<file path="config.mk">
export PLATFORM = sky130hd
export DESIGN_NAME = mem_port_arbiter
export DESIGN_NICKNAME = d
export VERILOG_FILES = /design/src/rtl/doom_arb_pkg.sv /design/src/rtl/rr_priority_picker.sv /design/src/rtl/mem_port_arbiter.sv
export SDC_FILE = /design/constraint.sdc
export NUM_CORES = 1
export LEC_CHECK = 0
export CAP_MARGIN = 20
export CORE_AREA = 2 2 95 97
export CTS_BUF_LIST = sky130_fd_sc_hd__clkbuf_16
export CTS_CLUSTER_DIAMETER = 30
export DETAILED_ROUTE_END_ITERATION = 8
export DIE_AREA = 0 0 97 99
export PLACE_DENSITY = 0.74
export SYNTH_ARGS = -nofsm -noshare
export SYNTH_HDL_FRONTEND = slang
export SYNTH_SLANG_ARGS = --single-unit
</file>
<file path="constraint.sdc">
create_clock -name clk -period 3.3 [get_ports clk]
set_clock_uncertainty 0.15 [all_clocks]
set_input_delay 0.33 -clock clk [delete_from_list [all_inputs] [get_ports clk]]
set_output_delay 0.33 -clock clk [all_outputs]
set_load 0.005 [all_outputs]
</file>
<file path="src/rtl/doom_arb_pkg.sv">
// doom_arb_pkg: shared types and constants for the memory-port arbiter.
// Contents: the arbiter FSM state type, the default requester count and the
// command encoding used by the handlers.
package doom_arb_pkg;

    localparam int N_REQ_DEF = 4;

    typedef enum logic [1:0] {
        IDLE,
        OWNED,
        DRAIN
    } arb_state_e;

    typedef enum logic [1:0] {
        CMD_NOP,
        CMD_READ,
        CMD_WRITE
    } cmd_e;

endpackage

</file>
<file path="src/rtl/rr_priority_picker.sv">
// rr_priority_picker: combinational round-robin winner selection.
// Ports:
//   req        - request vector, one bit per requester
//   last_owner - index of the previous owner; the search starts just above it
//   onehot     - one-hot winner (all zero when nothing is requested)
//   idx        - winner index
//   any        - at least one request present
module rr_priority_picker
    import doom_arb_pkg::*;
#(
    parameter int N  = N_REQ_DEF,
    parameter int LW = (N > 1) ? $clog2(N) : 1
) (
    input  logic [N-1:0]  req,
    input  logic [LW-1:0] last_owner,
    output logic [N-1:0]  onehot,
    output logic [LW-1:0] idx,
    output logic          any
);

    int j;

    // Walk from the farthest offset down to the nearest one so the requester
    // closest above last_owner is the final assignment and therefore wins.
    always_comb begin
        onehot = '0;
        idx    = '0;
        any    = |req;
        j      = 0;
        for (int k = N; k >= 1; k--) begin
            if (req[(int'(last_owner) + k) % N]) begin
                j      = (int'(last_owner) + k) % N;
                onehot = '0;
                onehot[j] = 1'b1;
                idx    = LW'(j);
            end
        end
    end

endmodule

</file>
<file path="src/rtl/mem_port_arbiter.sv">
// mem_port_arbiter: round-robin arbiter sharing one memory master among N_REQ requesters.
// Ports:
//   clk, reset          - clock, synchronous active-high reset
//   req_valid           - requester wants (and while high, keeps) the bus
//   req_address/read/write/writedata - packed per-requester master signals
//   req_waitrequest     - per-requester stall (always 1 for non-owners)
//   req_readdata        - slave read data broadcast to everyone
//   grant               - registered one-hot owner
//   busy                - bus is owned (OWNED or DRAIN)
//   mem_*               - shared master towards the slave
module mem_port_arbiter
    import doom_arb_pkg::*;
#(
    parameter int N_REQ = N_REQ_DEF,
    parameter int AW    = 32,
    parameter int DW    = 8
) (
    input  logic                clk,
    input  logic                reset,
    input  logic [N_REQ-1:0]    req_valid,
    input  logic [N_REQ*AW-1:0] req_address,
    input  logic [N_REQ-1:0]    req_read,
    input  logic [N_REQ-1:0]    req_write,
    input  logic [N_REQ*DW-1:0] req_writedata,
    output logic [N_REQ-1:0]    req_waitrequest,
    output logic [DW-1:0]       req_readdata,
    output logic [N_REQ-1:0]    grant,
    output logic                busy,
    output logic [AW-1:0]       mem_address,
    output logic                mem_read,
    output logic                mem_write,
    output logic [DW-1:0]       mem_writedata,
    input  logic                mem_waitrequest,
    input  logic [DW-1:0]       mem_readdata
);

    localparam int LW = (N_REQ > 1) ? $clog2(N_REQ) : 1;

    arb_state_e       state;
    logic [LW-1:0]    last_owner;
    logic [LW-1:0]    win_idx;
    logic [N_REQ-1:0] win_hot;
    logic             win_any;
    logic             owned;
    logic             o_valid;
    logic             o_read;
    logic             o_write;
    logic [AW-1:0]    o_address;
    logic [DW-1:0]    o_writedata;

    rr_priority_picker #(.N(N_REQ), .LW(LW)) u_pick (
        .req        (req_valid),
        .last_owner (last_owner),
        .onehot     (win_hot),
        .idx        (win_idx),
        .any        (win_any)
    );

    // last_owner doubles as the current owner index while the bus is held.
    assign owned       = state != IDLE;
    assign o_valid     = req_valid[last_owner];
    assign o_read      = req_read[last_owner];
    assign o_write     = req_write[last_owner];
    assign o_address   = req_address[last_owner*AW +: AW];
    assign o_writedata = req_writedata[last_owner*DW +: DW];

    always_ff @(posedge clk) begin
        if (reset) begin
            state      <= IDLE;
            grant      <= '0;
            last_owner <= LW'(N_REQ - 1);
        end else begin
            case (state)
                IDLE: if (win_any) begin
                    state      <= OWNED;
                    grant      <= win_hot;
                    last_owner <= win_idx;
                end
                // A stalled transfer must still finish after the owner lets go.
                OWNED: if (!o_valid) begin
                    if ((o_read || o_write) && mem_waitrequest) begin
                        state <= DRAIN;
                    end else begin
                        state <= IDLE;
                        grant <= '0;
                    end
                end
                DRAIN: if (!mem_waitrequest) begin
                    state <= IDLE;
                    grant <= '0;
                end
                default: begin
                    state <= IDLE;
                    grant <= '0;
                end
            endcase
        end
    end

    always_comb begin
        req_waitrequest = '1;
        if (owned) req_waitrequest[last_owner] = mem_waitrequest;
    end

    assign busy          = owned;
    assign req_readdata  = mem_readdata;
    assign mem_address   = owned ? o_address : '0;
    assign mem_writedata = owned ? o_writedata : '0;
    // Strobes are gated by reset directly so an abandoned transfer stops at once.
    assign mem_read      = owned && !reset && o_read;
    assign mem_write     = owned && !reset && o_write;

endmodule

</file>
==> metrics.md, run 1 <==
| Metric | Value |
|---|---|
| Arrival time at the worst endpoint | `2.23 ns` |
| Cell depth of the worst flop-to-flop path | `5` |
| Average cell area after synthesis | `10.5 sq um` |
| Post-synthesis async set-or-reset flop share | `0` |
| Final net count | `598` |
| Simple-Gate Fraction of Synth Area | `0.222` |
| Synthesized netlist cell count | `198` |
| Area of all sequential standard cells | `165 sq um` |
| Area contributors post-synth | `sky130_fd_sc_hd__mux4_2 (50%), sky130_fd_sc_hd__and2_1 (12%), sky130_fd_sc_hd__dfxtp_1 (7.7%), sky130_fd_sc_hd__buf_4 (3.6%), sky130_fd_sc_hd__ha_1 (3.6%)` |
| Clock latency on the worst-skew pair | `0.24 ns` |
| CTS tree | `yes` |
| Multiplexer area fraction after synthesis | `0.505` |
| Largest net degree at the start of global routing | `51` |
| Die ar. | `9600 sq um` |
| Cell taking the most area after synthesis | `sky130_fd_sc_hd__mux4_2` |
| Post-synth EDFFs | `0` |
| Die width | `97 um` |
| Count of inserted antenna diode cells | `0` |
| Maximum achievable frequency | `369 MHz` |
| Leak pwr | `1.65 nW` |
| Drt total wl | `10,000 um` |
| Initial antenna violation count | `0` |
| Detailed placement HPWL | `8280 um` |
| Final-report max-slew violation count | `0` |
| Routability cong. | `0.875` |
| Number of global-route vias before repair | `2,872` |
| TritonCTS sink count | `8` |
| Top Ports | `242` |
| Worst Setup Start Kind | `flip-flop` |
| Status | `finished, final reports clean` |
| Fraction of final layout cells sized beyond drive strength 1 | `0.137` |
| Worst-path cell chain | `buf_4 -> mux4_2 -> and3_1 -> clkdlybuf4s50_1` |
| Post-synth cell types | `34` |
| Combinational family with the most area after synthesis | `multiplexers` |
| Number of hold-repair buffers added at the cts stage | `0` |
| Final-layout fill cell count | `762` |
| Proportion of synthesized chip area in sequential cells | `0.0773` |
| Total stage count of the critical path | `4` |
| Post-DRT Antenna Nets | `0` |
| Iteration-0 DRC count of the detailed router | `78` |
| Number of port buffers | `225` |
| Kind of cell adding the most delay to the critical path | `buffers and inverters` |
| Core outline area | `8550 sq um` |
| Clock transition at the registers of the reported paths | `0.04 ns` |
| Grt ovf | `0` |
| Commonest cells after routing, fill and taps aside | `sky130_fd_sc_hd__clkdlybuf4s50_1 (225), sky130_fd_sc_hd__mux4_2 (46), sky130_fd_sc_hd__and2_1 (40)` |
| Peak supply drop | `0.225 mV` |
| RR Startpoint | `last_owner[0]` |
| Die H | `99 um` |
| Critical-path cell with the highest stage delay | `sky130_fd_sc_hd__mux4_2` |
| Post-synthesis instance area | `2070 sq um` |
| Relative area change from synthesis to final layout | `115%` |
| Maximum clock path buffer count | `2` |
| CP Data Required Time | `2.82 ns` |
| Maxcap violations | `0` |
| Worst R2R End | `grant[1]` |
| Setup CP Type | `reg2out` |
| Worst slew pin tran | `0.665 ns` |
| Post-Synth Adder-Cell Area | `0.0363` |
| Clock Tree Root | `sky130_fd_sc_hd__clkbuf_16` |
| Post-DR wirelength/cell | `19.4 um` |
| Final setup fails | `0` |
| Setup slack on the worst flop-to-flop path | `0.88 ns` |
| Final clock period utilization by the worst path | `0.821` |
| Starting utilization of the core area | `0.242` |
| Setup tns final | `0 ns` |
| Row Count | `34` |
| Largest incremental delay on the critical path | `0.60 ns` |
| Unrepaired setup endpoints after global routing | `no` |
| Number of endpoints with negative hold slack in the final report | `0` |
| Gates resized, CTS repair | `0` |
| Syn Nets | `387` |
| GRT Resource Usage Total | `0.201` |
| Maximum fanout count along the critical path | `26` |
| Number of H-tree levels | `1` |
| Launching element of the worst setup path | `last_owner[0]` |
| Hold_ws | `0.328 ns` |
| Post-synthesis compound-gate area fraction | `0.0822` |
| Number of DRC violations after detailed routing | `0` |
| Area share of the largest cell type after synthesis | `0.500` |
| Endpoint of the worst setup timing path | `mem_read` |
| Clock buffer count from CTS | `3` |
| CP endpoint kind | `output port` |
| Worst slew margin relative to its limit | `0.557` |
| Syn. warnings | `0` |
| Combined buffer and inverter count along the critical path | `2` |
| Most common cell after layout, fill and taps aside | `sky130_fd_sc_hd__clkdlybuf4s50_1` |
| First-pass detailed-route iteration total | `4` |
| Multi-input combinational cell area | `1750 sq um` |
| Post-CTS Setup Repair Bufs | `0` |
| Fraction of synthesized cell area in xor and xnor cells | `0` |
| Via count of the routed design | `2,577` |
| Post-detailed-route via-to-cell ratio | `4.99` |
| Hold crit path type | `reg2reg` |
| Min Clock Period, post-route | `2.71 ns` |
| Number of synthesized register bits | `8` |
| First-pass GRT wire length | `15,600 um` |
| Pwr/cell area | `527 nW/um^2` |
| Most common flop cell mapped by yosys | `sky130_fd_sc_hd__dfxtp_1` |
[synth_stat cells (all sizes together), types with 2 or more instances]
cell    number
mux4        46
and2        40
nand2       19
buf         17
dfxtp        8
a21oi        7
clkbuf       7
nor2         7
ha           6
inv          5
o21ai        5
a221o        4
nand3b       4
and3         3
nor3         3
nor4         2
[report_power, final]
part	internal, mW	leakage, nW	switching, mW	total, mW
Combinational	1.21	1.54	0.776	1.98
Clock	0.158	0.0423	0.0517	0.210
Sequential	0.136	0.0658	0.0219	0.158
[sequential cells by signal, indices dropped and copies added (netlist names)]
register    cells
grant           4
state           2
last_owner      2
[stage by stage]
stage | setup slack [ns] | area, sq um | std cells | total power, mW | util
after floorplan | 0.536 | 2070 | 198 | 1.30 | -
after global placement | 0.662 | 4350 | 511 | 2.10 | 0.509
after detailed placement | 0.616 | 4350 | 511 | 2.12 | 0.509
after global routing | 0.454 | 4460 | 516 | 2.54 | 0.522
after CTS | 0.336 | 4430 | 515 | 2.35 | 0.518
final | 0.591 | 4460 | 516 | 2.35 | 0.522
[cell type report]
| cell class | instances | share of cell area |
|---|---|---|
| Tap cell | 108 | 0.0303 |
| Inverter | 5 | 0.00421 |
| Multi-Input combinational cell | 161 | 0.393 |
| Sequential cell | 8 | 0.0370 |
| Clock inverter | 1 | 0.000842 |
| Timing Repair Buffer | 230 | 0.518 |
| Clock buffer | 3 | 0.0168 |
[worst min-delay path by stage]
stage,from,end,cells after the start
2_1_floorplan,reset,state[0],1
3_3_place_gp,state[1],state[0],1
3_5_place_dp,state[1],state[0],1
4_1_cts,state[1],state[0],1
5_1_grt,state[1],state[0],1
6_report,grant[2],grant[2],1
[logic make-up after synthesis]
kind of cell / count (synthesis)
AOI/OAI and AO/OA: 25
adders and majority gates: 6
buffers and inverters: 29
DFF: 8
muxes: 47
and+or+nand+nor: 83
[routing by layer]
| layer | vias up | part of all wire | global-route usage |
|---|---|---|---|
| met3 | 19 | 0.070 | 0.0482 |
| met5 | - | 0 | 0 |
| met1 | 1242 | 0.37 | 0.233 |
| li1 | 1189 | - | - |
| met2 | 127 | 0.54 | 0.377 |
| met4 | 0 | 0.020 | 0.0444 |
No activity file was read; power rests on OpenSTA's default activity.
==> inputs of run 2 (changes only) <==
==> constraint.sdc (replaced) <==
create_clock -name clk -period 2.58 [get_ports clk]
set_clock_uncertainty 0.15 [all_clocks]
set_input_delay 0.258 -clock clk [delete_from_list [all_inputs] [get_ports clk]]
set_output_delay 0.258 -clock clk [all_outputs]
set_load 0.005 [all_outputs]
==> run 2 against run 1 <==
Flip-flop and latch count did not move. Total power rose by 32%. Largest power group unchanged. Core utilization rose by 0.79 points.
==> metrics.md, run 2 (synthesis results as in run 1) <==
| Metric | Value |
|---|---|
| Setup CP Type | `reg2out` |
| Registers with the most flip-flops | `grant (4), last_owner (2), state (2)` |
| Final-report max-slew violation count | `0` |
| Hold crit path type | `reg2reg` |
| Clock transition at the registers of the reported paths | `0.04 ns` |
| Initial antenna violation count | `0` |
| Number of hold-repair buffers added at the cts stage | `0` |
| Setup slack on the worst flop-to-flop path | `0.27 ns` |
| Number of global-route vias before repair | `2,788` |
| Kind of cell adding the most delay to the critical path | `buffers and inverters` |
| Post-DR wirelength/cell | `18.7 um` |
| First-pass detailed-route iteration total | `4` |
| GRT Resource Usage Total | `0.193` |
| Post-detailed-route via-to-cell ratio | `4.97` |
| Post-DRT Antenna Nets | `0` |
| Starting utilization of the core area | `0.242` |
| Final net count | `603` |
| Largest incremental delay on the critical path | `0.57 ns` |
| Row Count | `34` |
| Largest Register | `grant` |
| Combined buffer and inverter count along the critical path | `2` |
| Final clock period utilization by the worst path | `0.945` |
| Worst Hold Launch | `grant[2]` |
| Clock buffer count from CTS | `3` |
| Relative area change from synthesis to final layout | `119%` |
| Commonest cells after routing, fill and taps aside | `sky130_fd_sc_hd__clkdlybuf4s50_1 (225), sky130_fd_sc_hd__mux4_2 (46), sky130_fd_sc_hd__and2_1 (40)` |
| RR Startpoint | `last_owner[0]` |
| Final-layout fill cell count | `752` |
| Dpl ws | `0.224 ns` |
| Total non-filler cell area in the finished layout | `4530 sq um` |
| Gate power share | `0.845` |
| Maximum fanout count along the critical path | `15` |
| Final core utilization | `0.529` |
| CP endpoint kind | `output port` |
| Maxcap violations | `0` |
| Multi-input combinational cell area | `1760 sq um` |
| Die width | `97 um` |
| Int Pwr | `1.99 mW` |
| Number of port buffers | `225` |
| Post-Place Cell Area | `4450 sq um` |
| Die H | `99 um` |
| Number of DRC violations after detailed routing | `0` |
| Iteration-0 DRC count of the detailed router | `97` |
| Minimum setup slack in the final design | `0.143 ns` |
| CP Data Required Time | `2.17 ns` |
| Most common cell after layout, fill and taps aside | `sky130_fd_sc_hd__clkdlybuf4s50_1` |
| Peak supply drop | `0.320 mV` |
| Leak pwr | `1.68 nW` |
| Grt ovf | `0` |
| Worst slew margin relative to its limit | `0.732` |
| Worst Setup Start Kind | `flip-flop` |
| Setup tns final | `0 ns` |
| Switching portion of total power | `0.358` |
| CTS tree | `yes` |
| Clock latency on the worst-skew pair | `0.23 ns` |
| Post-CTS Setup Repair Bufs | `0` |
| Area of all sequential standard cells | `165 sq um` |
| Maximum clock path buffer count | `2` |
| Critical-path cell with the highest stage delay | `sky130_fd_sc_hd__mux4_2` |
| Net switching component of the power | `1.11 mW` |
| Unrepaired setup endpoints after global routing | `no` |
| Drt total wl | `9730 um` |
| Final setup fails | `0` |
| Number of H-tree levels | `1` |
| Number of endpoints with negative hold slack in the final report | `0` |
| TritonCTS sink count | `8` |
| Detailed placement HPWL | `8280 um` |
| Cell depth of the worst flop-to-flop path | `6` |
| Clock Tree Root | `sky130_fd_sc_hd__clkbuf_16` |
| Hold_ws | `0.336 ns` |
| Routability cong. | `0.833` |
| Launching element of the worst setup path | `last_owner[0]` |
| Endpoint of the worst setup timing path | `mem_write` |
| First-pass GRT wire length | `14,900 um` |
| Total stage count of the critical path | `4` |
| Pwr/cell area | `686 nW/um^2` |
| Maximum achievable frequency | `410 MHz` |
| Max reg flops | `4` |
| Arrival time at the worst endpoint | `2.03 ns` |
| Fraction of final layout cells sized beyond drive strength 1 | `0.150` |
| Part of the total power dissipated in the clock network | `0.084` |
| Die ar. | `9600 sq um` |
| Gates resized, CTS repair | `0` |
| Status | `finished, final reports clean` |
| Via count of the routed design | `2,591` |
| Count of inserted antenna diode cells | `0` |
| Worst slew pin tran | `0.399 ns` |
| Core outline area | `8550 sq um` |
| Worst-path cell chain | `buf_12 -> mux4_2 -> and3_1 -> clkdlybuf4s50_1` |
| Min Clock Period, post-route | `2.44 ns` |
| Worst R2R End | `last_owner[1]` |
| Top Ports | `242` |
| Largest net degree at the start of global routing | `29` |
| Portion of total power attributed to sequential cells | `0.071` |
[run 2: cell types whose count changed in the layout (fill, tap and decap cells not counted)]
cell | before | now
sky130_fd_sc_hd__buf_12 | 0 | 3
sky130_fd_sc_hd__buf_16 | 1 | 0
sky130_fd_sc_hd__buf_4 | 4 | 7
sky130_fd_sc_hd__ha_1 | 6 | 5
sky130_fd_sc_hd__ha_4 | 0 | 1
[run 2: through the flow]
step	total power, mW	cells
final	3.11	521
after global routing	3.35	521
after CTS	3.15	521
after detailed placement	2.86	517
after global placement	2.83	517
after floorplan	1.69	198
[run 2: final cells by class]
class	count	share of cell area
multi-input cells	161	0.390
clock buffers	3	0.0166
repair buffers	235	0.522
flip-flops and latches	8	0.0365
well taps	108	0.0299
inverters	5	0.00415
clock inverters	1	0.000829
[run 2: power groups by stage]
stage	clock network (mW)	registers [mW]	logic (mW)
detailed placement	0	0.223	2.64
global placement	0	0.221	2.61
global route	0.274	0.229	2.85
floorplan	0	0.204	1.48
CTS	0.267	0.222	2.66
finish	0.261	0.221	2.63
[run 2: how the worst min path moves through the flow]
stage	to	cells past startpoint
2_1_floorplan	state[0]	1
3_3_place_gp	state[0]	1
3_5_place_dp	state[0]	1
4_1_cts	state[0]	1
5_1_grt	state[0]	1
6_report	grant[2]	1
[run 2: layer usage]
layer  up-vias  routed length, um  share of wire  track usage
met5         -                  0              0            0
met4         0                242          0.025       0.0531
met3        22                736          0.076       0.0539
met2       127               5070           0.52        0.340
met1      1240               3680           0.38        0.231
li1       1202                  -              -            -
